==> src/rtl/ms_timebase_gen.sv <==
// Millisecond timebase: divides sb_clk into a 50% duty ms_clk with a rise tick, an elapsed counter and a
// runtime-reloadable half-period. Optional sticky timeout comparator is built only with `define MS_TIMEOUT_EN.
`timescale 1ns/1ps
module ms_timebase_gen #(
   parameter int CNT_W        = 16,
   parameter int DIV_HALF_RST = 500,
   parameter int ELAPSED_W    = 16
) (
   input  logic                 sb_clk,
   input  logic                 rst,
   input  logic                 en,
   input  logic [CNT_W-1:0]     div_half,
   input  logic                 div_load,
   output logic                 div_ack,
   output logic                 ms_clk,
   output logic                 ms_tick,
   output logic [ELAPSED_W-1:0] ms_count,
   input  logic                 cnt_clr,
   input  logic [ELAPSED_W-1:0] timeout_val,
   output logic                 timeout
);

   typedef enum logic [1:0] {STOP, RUN, RELOAD} state_t;

   localparam logic [CNT_W-1:0]     DIV_RST = CNT_W'(DIV_HALF_RST);
   localparam logic [CNT_W-1:0]     CNT_ONE = CNT_W'(1);
   localparam logic [ELAPSED_W-1:0] EL_ONE  = ELAPSED_W'(1);

   state_t                state;
   logic [CNT_W-1:0]      cnt_q, cnt_d;
   logic [CNT_W-1:0]      div_q, div_d;
   logic [CNT_W-1:0]      div_pend_q, div_pend_d;
   logic                  pend_flag_q, pend_flag_d;
   logic                  ms_clk_q, ms_clk_d;
   logic                  ms_tick_q, ms_tick_d;
   logic                  div_ack_q, div_ack_d;
   logic [ELAPSED_W-1:0]  ms_count_q, ms_count_d;
   logic                  boundary;
   logic                  load_ok;

   // Mode is decoded from en directly so counting starts on the first edge after reset release.
   always_comb begin
      if (!en)              state = STOP;
      else if (pend_flag_q) state = RELOAD;
      else                  state = RUN;
   end

   assign load_ok  = div_load && (div_half != '0);
   assign boundary = (state != STOP) && (cnt_q == div_q - CNT_ONE);

   always_comb begin
      cnt_d       = cnt_q;
      div_d       = div_q;
      div_pend_d  = div_pend_q;
      pend_flag_d = pend_flag_q;
      ms_clk_d    = ms_clk_q;
      ms_tick_d   = 1'b0;
      div_ack_d   = 1'b0;
      ms_count_d  = ms_count_q;

      case (state)
         RUN, RELOAD: begin
            if (boundary) begin
               cnt_d     = '0;
               ms_clk_d  = ~ms_clk_q;
               ms_tick_d = ~ms_clk_q;
               if (state == RELOAD) begin
                  div_d       = div_pend_q;
                  pend_flag_d = 1'b0;
                  div_ack_d   = 1'b1;
               end
            end else begin
               cnt_d = cnt_q + CNT_ONE;
            end
         end
         default: ;
      endcase

      // A load landing on a boundary re-arms the pending slot, so it takes effect one boundary later.
      if (load_ok) begin
         div_pend_d  = div_half;
         pend_flag_d = 1'b1;
      end

      if (cnt_clr)
         ms_count_d = '0;
      else if (ms_tick_q && (ms_count_q != '1))
         ms_count_d = ms_count_q + EL_ONE;
   end

   always_ff @(posedge sb_clk or negedge rst) begin
      if (!rst) begin
         cnt_q       <= '0;
         div_q       <= DIV_RST;
         div_pend_q  <= '0;
         pend_flag_q <= 1'b0;
         ms_clk_q    <= 1'b0;
         ms_tick_q   <= 1'b0;
         div_ack_q   <= 1'b0;
         ms_count_q  <= '0;
      end else begin
         cnt_q       <= cnt_d;
         div_q       <= div_d;
         div_pend_q  <= div_pend_d;
         pend_flag_q <= pend_flag_d;
         ms_clk_q    <= ms_clk_d;
         ms_tick_q   <= ms_tick_d;
         div_ack_q   <= div_ack_d;
         ms_count_q  <= ms_count_d;
      end
   end

   assign ms_clk   = ms_clk_q;
   assign ms_tick  = ms_tick_q;
   assign div_ack  = div_ack_q;
   assign ms_count = ms_count_q;

`ifdef MS_TIMEOUT_EN
   logic timeout_q;
   logic to_hit;

   assign to_hit = (timeout_val != '0) && (ms_count_q >= timeout_val);

   always_ff @(posedge sb_clk or negedge rst) begin
      if (!rst)
         timeout_q <= 1'b0;
      else if (cnt_clr || (timeout_val == '0))
         timeout_q <= 1'b0;
      else if (to_hit)
         timeout_q <= 1'b1;
   end

   assign timeout = timeout_q && (timeout_val != '0);
`else
   logic unused_timeout_val;
   assign unused_timeout_val = ^timeout_val;
   assign timeout            = 1'b0;
`endif

endmodule

==> config.mk <==
export PLATFORM = sky130hd
export DESIGN_NAME = ms_timebase_gen
export DESIGN_NICKNAME = d
export VERILOG_FILES = /design/src/rtl/ms_timebase_gen.sv
export SDC_FILE = /design/constraint.sdc
export NUM_CORES = 1
export LEC_CHECK = 0
export CAP_MARGIN = 20
export CORE_MARGIN = 5
export CORE_UTILIZATION = 54
export DETAILED_ROUTE_END_ITERATION = 6
export PLACE_DENSITY = 0.81
export SLEW_MARGIN = 15
export SYNTH_ARGS = -nofsm -noshare
export SYNTH_HDL_FRONTEND = slang
export SYNTH_SLANG_ARGS = --single-unit
==> constraint.sdc <==
create_clock -name sb_clk -period 3.1 [get_ports sb_clk]
set_clock_uncertainty 0.1 [all_clocks]
set_input_delay 0.31 -clock sb_clk [delete_from_list [all_inputs] [get_ports sb_clk]]
set_output_delay 0.31 -clock sb_clk [all_outputs]
set_load 0.02 [all_outputs]
==> metrics.json, run 1 <==
{
  "status": "finished clean",
  "area_of_combinational_cells_with_multiple_inputs_sq_mm": 0.00183,
  "numClockSinks": 68,
  "grt_pass1_vias": 2616,
  "worst_path_required_time_ps": 3230,
  "pre_cts_slack_ps": 142,
  "rsz_0062_raised_after_global_routing": "false",
  "timing.critical_path.from": "div_q[1]",
  "yosys_register_bits": 68,
  "dr.first_iter.drc_count": 156,
  "route.vias.total": 2755,
  "yosysTopAreaCellShare_pct": 42.7,
  "boundaryPins": 57,
  "synth_fp_nets": 387,
  "post_route_minimum_period_ps": 2850,
  "track_usage_pct": 18.4,
  "place_congestion": 0.841,
  "synth_xor_area_share_pct": 11.1,
  "layout-drive-gt1-share_pct": 17.3,
  "global_route.overflow_total": 0,
  "synth_edf_count": 0,
  "clock.fmax_ghz": 0.351,
  "drv.max_cap_violation_count": 0,
  "layout.filler_cells": 527,
  "r2r.worst_path.cells": 9,
  "p_leak_nw": 1.92,
  "ff_latch_area_sq_mm": 0.00171,
  "htreeDepth": 3,
  "synth_top_family_by_area": "simple AND/OR/NAND/NOR gates",
  "grt_antenna_before_repair": 0,
  "reg2reg_to": "div_q[3]",
  "hp-start": "pend_flag_q",
  "synth_sequential_area_ratio_pct": 47.0,
  "holdCritPathClass": "reg -> reg",
  "clock_tree.root_cell": "clkbuf_8",
  "synth_async_sr_flop_share_pct": 100,
  "vias_per_cell": 5.75,
  "crit_arrival_ps": 2980,
  "die_w_microns": 92.1,
  "routed_wire_length_per_instance_microns": 14.9,
  "final_antenna_net_count": 0,
  "timing.rr.start": "div_q[1]",
  "core_area_sq_mm": 0.00668,
  "slew_headroom_pct": 52.1,
  "area_growth_syn_to_layout_pct": 21.5,
  "endpoint_kind": "flip-flop",
  "pwr_density_cell_mw_per_mm2": 478,
  "worst-r2r-setup-slack_ps": 250,
  "whs_ps": 391,
  "drt_wl_total_mm": 7.14,
  "worst-slew-pin-transition_ps": 710,
  "dominantRegCellSynth": "dfrtp_1",
  "finalSetupViolCount": 0,
  "netlist_area_sq_mm": 0.00364,
  "cp_startpoint_kind": "flip-flop",
  "antenna_cells_inserted": 0,
  "timing.final.max_slew_violations": 0,
  "synthMuxAreaShare_pct": 11.2,
  "yosys.cell_types.count": 55,
  "final.setup.tns_ps": 0,
  "grt_max_degree": 69,
  "grt_pass1_wl_mm": 12.4,
  "synth_largest_area_cell": "dfrtp_1",
  "finalHoldViolCount": 0,
  "period_share_pct": 92.0,
  "synth_compound_gate_area_share_pct": 6.50,
  "placementRows": 30,
  "numPortBuffers": 39,
  "dieArea_sq_mm": 0.00847,
  "timing.critical_path.to": "div_q[3]",
  "number_of_standard_cells_after_synthesis": 347,
  "setup.worst_path.class": "reg -> reg",
  "route.detailed.drc": 0,
  "firstDrtPassIters": 4,
  "worst_setup_hold_path_clk_slew_ps": 70,
  "synthesis.yosys.warnings": 0,
  "post_synth_and_or_nand_nor_area_fraction_pct": 19.9,
  "cts_buffers": 9,
  "cts_tree": "built",
  "critical_path_peak_fanout": 16,
  "dp_hpwl_mm": 5.18,
  "worst_skew_pair.late_latency_ps": 350,
  "avgSynthCellArea_sq_um": 10.5,
  "num-nets-final": 434,
  "vdd_ir_drop_max_uv": 342,
  "die_h_microns": 92.1,
  "netlist_top_cells_area": "dfrtp_1 (43%), xor2_1 (7.0%), mux2_2 (5.3%), nor2_1 (4.7%), dfstp_2 (4.3%)",
  "timing.final.ws_setup_ps": 249,
  "starting_density_of_the_core_pct": 54.4,
  "cts-root-to-sink-buffers": 2,
  "post_synth_fa_ha_maj_area_fraction_pct": 1.03
}
-- cells in the mapped netlist, drive strengths merged, types with 2 or more instances --
cell type and instances:
o211ai 3, nor2b 2, nand3 11, clkbuf 5, or3 4, mux2 31
a21oi 7, ha 3, mux2i 2, nand2b 5, buf 9, a31oi 3
nor4 7, o22ai 3, and3 7, nor2 46, nor3 10, dfrtp 62
xnor2 17, dfstp 6, inv 7, o21ai 6, nand4 14, a41oi 2
nand2 26, xor2 29
-- critical path: stages, from the launching register on --
cell and delay, ps:
dfrtp_1 410, inv_1 70, ha_2 230, or4b_4 510, nor2_1 150, a31oi_1 140
nor4_2 310, and4b_1 280, buf_12 180, mux2_2 350
-- where the power goes --
part	switching (mW)	leakage, nW	internal, mW
logic	0.0861	0.910	0.0993
clock network	0.337	0.130	0.581
registers	0.0680	0.877	0.941
-- final cells by class --
type	instances	share of cell area, %
Clock inverter	5	2.44
Sequential cell	68	38.7
Inverter	7	0.595
Multi-Input combinational cell	258	41.4
Tap cell	80	2.27
Clock buffer	11	3.43
Timing Repair Buffer	50	11.2
-- cells in the final DEF (no fill, tap or decap), types with 2 or more instances in the layout --
cell and count:
a21oi_1 7, a31oi_1 3, a41oi_1 2, and3_1 7, buf_12 2, buf_4 8
bufinv_16 3, clkbuf_8 11, clkdlybuf4s50_1 38, clkinv_4 2, dfrtp_1 62, dfstp_2 6
ha_1 2, inv_1 7, mux2_1 4, mux2_2 17, mux2_4 10, mux2i_1 2
nand2_1 26, nand2b_1 5, nand3_1 11, nand4_1 14, nor2_1 46, nor2b_1 2
nor3_1 9, nor4_1 5, nor4_2 2, o211ai_1 3, o21ai_0 5, o22ai_1 3
or3_1 4, xnor2_1 17, xor2_1 29
-- flip-flops by register name, indices dropped and copies added, names as in the netlist --
register	cells
ms_clk	1
ms_tick	1
div_pend_q	16
div_ack	1
cnt_q	16
ms_count	16
pend_flag_q	1
div_q	16
-- worst min-delay path by stage --
stage                        endpoint  slack, ps  cells after the start
final                     pend_flag_q        390                      1
after CTS                 pend_flag_q        400                      1
after global placement       cnt_q[1]        260                      2
after detailed placement     cnt_q[0]        260                      2
after global routing        div_q[12]        420                      1
after floorplan              cnt_q[0]        -90                      0
-- per-layer routing --
layer	part of all wire [%]	global-route usage [%]	routed length (microns)	up-vias
li1	-	-	-	1318
met1	44	23.7	3120	1346
met2	49	29.1	3500	76
met3	5.2	5.41	372	15
met4	2.0	7.55	144	0
met5	0	0	0	-
-- stage by stage --
stage          instance area [sq um]  power (mW)  instances  util [%]
3_5_place_dp                    4130        1.21        462      61.8
2_1_floorplan                   3640        1.13        347         -
6_report                        4420        2.11        479      66.1
3_3_place_gp                    4130        1.20        462      61.8
5_1_grt                         4420        2.22        479      66.1
4_1_cts                         4400        2.13        479      65.8
-- what timing repair did --
| item | in CTS | in global routing |
|---|---|---|
| gates resized for setup | 0 | 3 |
| setup buffers | 0 | 0 |
| hold buffers | 1 | 0 |
| setup endpoints to repair | 0 | 16 |
| endpoints found under the hold margin | 62 | 0 |
-- cell families after synthesis --
group	count (synthesis)
adders and majority gates	3
and+or+nand+nor	141
DFF	68
AOI/OAI and AO/OA	34
buffers and inverters	21
other	1
xor gates and xnor gates	46
muxes	33
Power figures use the tool's default switching activity.
==> run 2, diff against run 1 <==
--- a/config.mk
+++ b/config.mk
@@ -7,9 +7,10 @@
 export LEC_CHECK = 0
 export CAP_MARGIN = 20
 export CORE_MARGIN = 5
-export CORE_UTILIZATION = 54
+export CORE_UTILIZATION = 56
+export CTS_BUF_LIST = sky130_fd_sc_hd__clkbuf_4
 export DETAILED_ROUTE_END_ITERATION = 6
-export PLACE_DENSITY = 0.81
+export PLACE_DENSITY = 0.84
 export SLEW_MARGIN = 15
 export SYNTH_ARGS = -nofsm -noshare
 export SYNTH_HDL_FRONTEND = slang
==> metrics.json, run 2 (synthesized netlist as in run 1, its figures left out) <==
{
  "status": "finished clean",
  "worst_hold_path.endpoint": "pend_flag_q",
  "die_h_microns": 90.6,
  "most_frequent_standard_cell_in_the_layout_excluding_fill_and_tap_cells": "dfrtp_1",
  "worst_path_required_time_ps": 3290,
  "drv.max_cap_violation_count": 0,
  "layout-drive-gt1-share_pct": 16.8,
  "holdCritPathClass": "reg -> reg",
  "hp-start": "pend_flag_q",
  "final_antenna_net_count": 0,
  "antenna_cells_inserted": 0,
  "pwr_density_cell_mw_per_mm2": 414,
  "placedInstanceArea_sq_mm": 0.00411,
  "reg2reg_to": "div_q[15]",
  "worst_setup_hold_path_clk_slew_ps": 120,
  "clock_tree.root_cell": "clkbuf_4",
  "placementRows": 29,
  "numClockSinks": 68,
  "route.vias.total": 2707,
  "final_core_utilization_pct": 67.1,
  "track_usage_pct": 19.0,
  "worst_skew_pair.late_latency_ps": 410,
  "clock.fmax_ghz": 0.342,
  "core_area_sq_mm": 0.00635,
  "route.detailed.drc": 0,
  "numPortBuffers": 39,
  "setup.worst_path.class": "reg -> reg",
  "global_route.overflow_total": 0,
  "cts_buffers": 9,
  "dr.first_iter.drc_count": 172,
  "worst-slew-pin-transition_ps": 828,
  "boundaryPins": 57,
  "num-nets-final": 433,
  "die_w_microns": 90.6,
  "slew_headroom_pct": 44.8,
  "grt_pass1_vias": 2672,
  "timing.final.max_slew_violations": 0,
  "most-common-layout-cells": "dfrtp_1 (62), nor2_1 (46), clkdlybuf4s50_1 (38)",
  "layout.filler_cells": 470,
  "period_share_pct": 94.2,
  "grt_antenna_before_repair": 0,
  "p_leak_nw": 1.84,
  "rsz_0062_raised_after_global_routing": "false",
  "htreeDepth": 3,
  "vias_per_cell": 5.70,
  "cp_startpoint_kind": "flip-flop",
  "drt_wl_total_mm": 7.37,
  "firstDrtPassIters": 4,
  "vdd_ir_drop_max_uv": 432,
  "finalHoldViolCount": 0,
  "grt_pass1_wl_mm": 12.8,
  "endpoint_kind": "flip-flop",
  "routed_wire_length_per_instance_microns": 15.5,
  "crit_arrival_ps": 3110,
  "cts_tree": "built",
  "place_congestion": 0.857,
  "final_area_sq_mm": 0.00426,
  "grt_max_degree": 69,
  "worst-r2r-setup-slack_ps": 180,
  "whs_path_depth": 1,
  "final.setup.tns_ps": 0,
  "finalSetupViolCount": 0,
  "critical_path_peak_fanout": 16,
  "dp_hpwl_mm": 5.27,
  "dieArea_sq_mm": 0.00820,
  "timing.rr.start": "div_q[1]",
  "post_route_minimum_period_ps": 2920,
  "r2r.worst_path.cells": 10,
  "starting_density_of_the_core_pct": 57.3,
  "area_growth_syn_to_layout_pct": 17.2,
  "cts-root-to-sink-buffers": 2
}
-- run 2: power by group --
group / switching, mW / internal (mW) / total (mW)
registers: 0.0685 / 0.940 / 1.01
clock network: 0.329 / 0.241 / 0.571
logic: 0.0877 / 0.0978 / 0.186
-- run 2: metal layers --
layer	GRT usage [%]	up-vias	wire length, microns
met1	24.8	1309	3280
met3	3.75	13	296
met5	0	-	0
met4	8.06	0	153
li1	-	1316	-
met2	30.8	69	3640
-- run 2: worst max-delay path by stage --
stage          slack [ps]  cells past startpoint        end      from
5_1_grt                20                     10   div_q[0]  div_q[1]
4_1_cts                60                     10   div_q[3]  div_q[1]
2_1_floorplan         270                     11  div_q[10]  div_q[0]
6_report              180                     10  div_q[15]  div_q[1]
3_5_place_dp          110                     10   div_q[3]  div_q[1]
3_3_place_gp          130                     10   div_q[3]  div_q[1]
-- run 2: worst max-delay path, stage by stage (launching register included) --
cell and delay [ps]:
dfrtp_1 430, inv_1 70, ha_2 250, nor4b_2 270, nand4b_1 150, xnor2_1 160
a211o_1 310, nor4_2 250, and4b_1 290, buf_12 180, mux2_1 330
-- run 2: area by class of cell --
| type | count | area [sq um] | area share (%) |
|---|---|---|---|
| Multi-Input combinational cell | 258 | 1820 | 42.7 |
| Sequential cell | 68 | 1710 | 40.1 |
| Inverter | 7 | 26.3 | 0.617 |
| Tap cell | 77 | 96.3 | 2.26 |
| Clock inverter | 7 | 67.6 | 1.59 |
| Timing Repair Buffer | 49 | 475 | 11.2 |
| Clock buffer | 9 | 67.6 | 1.59 |
-- run 2: repair_timing --
item,CTS,global route
gates resized for setup,0,2
hold buffers,1,0
hold endpoints to repair,26,0
endpoints found under the setup margin,0,16
buffers inserted,0,0
-- run 2: metrics by stage --
stage / power (mW) / hold WS, ps / setup WS (ps) / std cells
6_report: 1.77 / 391 / 179 / 475
5_1_grt: 1.85 / 398 / 16.9 / 475
4_1_cts: 1.78 / 380 / 64.1 / 475
3_5_place_dp: 1.21 / 368 / 107 / 458
3_3_place_gp: 1.20 / 367 / 129 / 458
2_1_floorplan: 1.13 / -85.6 / 274 / 347
==> run 3, diff against run 2 <==
--- a/config.mk
+++ b/config.mk
@@ -11,6 +11,7 @@
 export CTS_BUF_LIST = sky130_fd_sc_hd__clkbuf_4
 export DETAILED_ROUTE_END_ITERATION = 6
 export PLACE_DENSITY = 0.84
+export SKIP_CTS_REPAIR_TIMING = 1
 export SLEW_MARGIN = 15
 export SYNTH_ARGS = -nofsm -noshare
 export SYNTH_HDL_FRONTEND = slang
==> metrics.json, run 3 (synthesized netlist as in run 1, its figures left out) <==
{
  "cts-root-to-sink-buffers": 2,
  "period_share_pct": 93.9,
  "drt_wl_total_mm": 7.37,
  "placedInstanceArea_sq_mm": 0.00411,
  "numClockSinks": 68,
  "violations": "negative hold slack",
  "cp.buffers_inverters": 2,
  "die_h_microns": 90.6,
  "pre_cts_slack_ps": 107,
  "final_core_utilization_pct": 66.9,
  "route.detailed.drc": 0,
  "firstDrtPassIters": 4,
  "critical_path_peak_fanout": 16,
  "rsz_0062_raised_after_global_routing": "false",
  "dieArea_sq_mm": 0.00820,
  "grt_pass1_vias": 2658,
  "slew_headroom_pct": 44.4,
  "layout.filler_cells": 471,
  "drv.max_cap_violation_count": 0,
  "timing.final.max_slew_violations": 0,
  "net-switching-power_mw": 0.490,
  "final.setup.tns_ps": 0,
  "dp_hpwl_mm": 5.27,
  "endpoint_kind": "flip-flop",
  "boundaryPins": 57,
  "most-common-layout-cells": "dfrtp_1 (62), nor2_1 (46), clkdlybuf4s50_1 (38)",
  "slowest_stage": "dfrtp_1",
  "cts_buffers": 9,
  "total_power_mw": 1.77,
  "htreeDepth": 3,
  "worst_setup_hold_path_clk_slew_ps": 120,
  "core_area_sq_mm": 0.00635,
  "most_frequent_standard_cell_in_the_layout_excluding_fill_and_tap_cells": "dfrtp_1",
  "grt_antenna_before_repair": 0,
  "grt_max_degree": 69,
  "pwr_density_cell_mw_per_mm2": 416,
  "worst-r2r-setup-slack_ps": 190,
  "comb_power_share_pct": 10.4,
  "dr.first_iter.drc_count": 186,
  "p_int_mw": 1.28,
  "vdd_ir_drop_max_uv": 432,
  "p_leak_nw": 1.83,
  "sequentialPowerShare_pct": 57.1,
  "worst_skew_pair.late_latency_ps": 420,
  "whs_ps": -46.5,
  "global_route.overflow_total": 0,
  "status": "finished with violations",
  "worst-slew-pin-transition_ps": 834,
  "worst_path_required_time_ps": 3300,
  "post_layout_nonfiller_instances": 474,
  "finalHoldViolCount": 37,
  "numPortBuffers": 39,
  "final_antenna_net_count": 0,
  "area_growth_syn_to_layout_pct": 16.9,
  "placementRows": 29,
  "clock_power_share_pct": 32.5,
  "route.vias.total": 2710,
  "timing.final.ws_setup_ps": 188,
  "dp_cells": 458,
  "clock.fmax_ghz": 0.343,
  "holdCritPathClass": "in -> async",
  "critPathTopFamily": "simple AND/OR/NAND/NOR gates",
  "starting_density_of_the_core_pct": 57.3,
  "crit_path_max_incr_delay_ps": 430,
  "num-nets-final": 432,
  "clock_tree.root_cell": "clkbuf_4",
  "track_usage_pct": 19.0,
  "antenna_cells_inserted": 0,
  "setup.worst_path.class": "reg -> reg",
  "layout-drive-gt1-share_pct": 16.9,
  "cts_tree": "built",
  "post_route_minimum_period_ps": 2910,
  "routed_wire_length_per_instance_microns": 15.5,
  "crit_chain": "inv_1 > ha_2 > nor4b_2 > nand4b_1 > xnor2_1 > a211o_1 > nor4_2 > and4b_1 > buf_12 > mux2_1",
  "finalSetupViolCount": 0,
  "die_w_microns": 90.6,
  "final_area_sq_mm": 0.00425,
  "netSwitchingFraction_pct": 27.7,
  "crit_arrival_ps": 3110,
  "grt_pass1_wl_mm": 12.7,
  "cp_startpoint_kind": "flip-flop",
  "place_congestion": 0.857,
  "vias_per_cell": 5.72
}
[run 3: cell count changes in the layout (fill, tap and decap cells not counted), sizes merged]
cell         previous run  this run
dlygate4sd3             1         0
[run 3: final cells by class]
type	count	area [sq um]	area share, %
multi-input cells	258	1820	42.8
inverters	7	26.3	0.618
clock buffers	9	67.6	1.59
flip-flops and latches	68	1710	40.2
clock inverters	7	67.6	1.59
well taps	77	96.3	2.27
repair buffers	48	465	11.0
[run 3: per-layer routing]
metal | track usage (%) | vias to the layer above | wire (microns)
met2 | 30.5 | 78 | 3630
met4 | 8.06 | 0 | 129
met3 | 3.75 | 13 | 370
li1 | - | 1315 | -
met5 | 0 | - | 0
met1 | 24.9 | 1304 | 3230
[run 3: worst paths after layout]
kind,start,to,depth (start not counted)
min in group sb_clk,div_half[10],div_pend_q[10],3
worst max-delay path,div_q[1],div_q[15],10
worst min-delay path,rst,div_pend_q[0],2
max in group asynchronous,rst,cnt_q[10],2
worst max register to register,div_q[1],div_q[15],10
worst min register to register,pend_flag_q,pend_flag_q,1
[run 3: power by group through the flow]
stage | Clock, mW | Sequential [mW] | Combinational, mW
2_1_floorplan | 0 | 1.00 | 0.121
3_5_place_dp | 0 | 1.02 | 0.187
4_1_cts | 0.581 | 1.01 | 0.187
6_report | 0.575 | 1.01 | 0.185
3_3_place_gp | 0 | 1.02 | 0.175
5_1_grt | 0.621 | 1.02 | 0.209
==> RTL change (flow settings as in run 2) <==
Set the parameter `CNT_W` to 12 (it was 16).
--- a/src/rtl/ms_timebase_gen.sv
+++ b/src/rtl/ms_timebase_gen.sv
@@ -2,7 +2,7 @@
 // runtime-reloadable half-period. Optional sticky timeout comparator is built only with `define MS_TIMEOUT_EN.
 `timescale 1ns/1ps
 module ms_timebase_gen #(
-   parameter int CNT_W        = 16,
+   parameter int CNT_W        = 12,
    parameter int DIV_HALF_RST = 500,
    parameter int ELAPSED_W    = 16
 ) (
Ports: changed (resized div_half); port bits go from 57 to 53. The function was not compared with the original's and may differ.
==> RTL change against run 2 <==
Setup slack got worse by 23 ps; sequential cell count fell by 12; final area fell by 18%; first-iteration DRC count fell by 22%; largest cell class unchanged; critical endpoint is now div_q[11]; via count fell by 21%; highest routed layer unchanged; total power fell by 18%; sequential share of layout area rose by 0.13 points; synthesized area fell by 18%; routed wire length fell by 23%.
==> RTL change: results (changes against run 2) <==
Detailed routing
  • Wirelength, routed: 5670 microns (-23%)
  • Via density: 5.55 (-2.5%)

Cells and area
  • Nets: 351 (-19%)
  • Share of cells above drive strength 1: 18.7% (+1.8 points)

Yosys
  • Synth cell types: 51 (-7.3%)
  • Synth Area in Compound Gates: 7.09% (+0.59 points)
  • Sequential fraction of the synthesis area: 47.5% (+0.52 points)
  • Adder-Cell Fraction of Synth Area: 1.27% (+0.23 points)
  • Synthesized Nets: 309 (-20%)
  • Synth cell count leaders: 50 x dfrtp_1, 33 x nor2_1, 22 x xnor2_1

Status
  • Status: finished clean

Critical path
  • R2R Path End: div_q[11]
  • R2R Setup Slk: 160 ps (-20 ps)

Power
  • Leak pwr: 0.00149 uW (-19%)
  • Power share of the sequential group: 59.2% (+2.0 points)
  • Clk power: 392 uW (-31%)
  • Clk pwr share: 27.0% (-5.3 points)

Placement
  • Cell Area, Placed: 0.00341 sq mm (-17%)
  • Post-DP HPWL: 4400 microns (-17%)
  • Pre-CTS setup slack: 197 ps (+90.0 ps)
  • Port bufs: 35 (-10%)
  • Gpl congestion: 0.812 (-5.2%)
  • Placed cell count: 377 (-18%)

Clock tree
  • Num CTS Buffers: 5 (-4)

STA
  • Hold slack: 292 ps (-99.6 ps)
  • Relative slew slack: 59.9% (+15 points)

Global route
  • Total track usage: 19.1% (+0.061 points)
  • Pin count of the biggest net entering global routing: 39 (-43%)

Min path
  • Worst hold path type: in -> async
[RTL change: cell types whose count changed after synthesis, moves of 4 or more]
| cell | before | now |
|---|---|---|
| nand2_1 | 26 | 16 |
| xor2_1 | 29 | 18 |
| nand2b_1 | 5 | 1 |
| a21oi_1 | 7 | 2 |
| nand4_1 | 14 | 7 |
| mux2_1 | 4 | 0 |
| and3_1 | 7 | 2 |
| xnor2_1 | 17 | 22 |
| and4_1 | 1 | 5 |
| dfrtp_1 | 62 | 50 |
| nor2_1 | 46 | 33 |
[RTL change: final cells by class]
| class | count | area, sq um |
|---|---|---|
| fillers | 411 | 1640 |
| multi-input cells | 198 | 1470 |
| flip-flops and latches | 56 | 1410 |
| repair buffers | 44 | 415 |
| well taps | 70 | 87.6 |
| clock buffers | 6 | 45.0 |
| inverters | 10 | 37.5 |
| clock inverters | 2 | 35.0 |
[RTL change: worst max-delay path by stage]
stage,to,slack (ps),depth (start not counted)
final,div_q[11],160,8
after global routing,div_q[11],20,7
after CTS,div_q[11],170,8
after detailed placement,div_q[11],200,8
after global placement,div_q[11],280,8
after floorplan,div_q[10],360,10
[RTL change: worst reg2reg max path: cells and delay by family (launching register included)]
| kind | cells | cell delay (ps) |
|---|---|---|
| adders and majority gates | 1 | 240 |
| DFF | 1 | 460 |
| muxes | 1 | 380 |
| buffers and inverters | 2 | 340 |
| and+or+nand+nor | 2 | 980 |
| AOI/OAI and AO/OA | 2 | 350 |
[RTL change: metal layers]
layer  global-route usage, %  up-vias  routed length [microns]
li1                        -     1044                        -
met1                    26.2     1052                     2600
met2                    30.6       41                     2790
met3                    3.36        7                      199
met4                    6.21        0                       81
met5                       0        -                        0
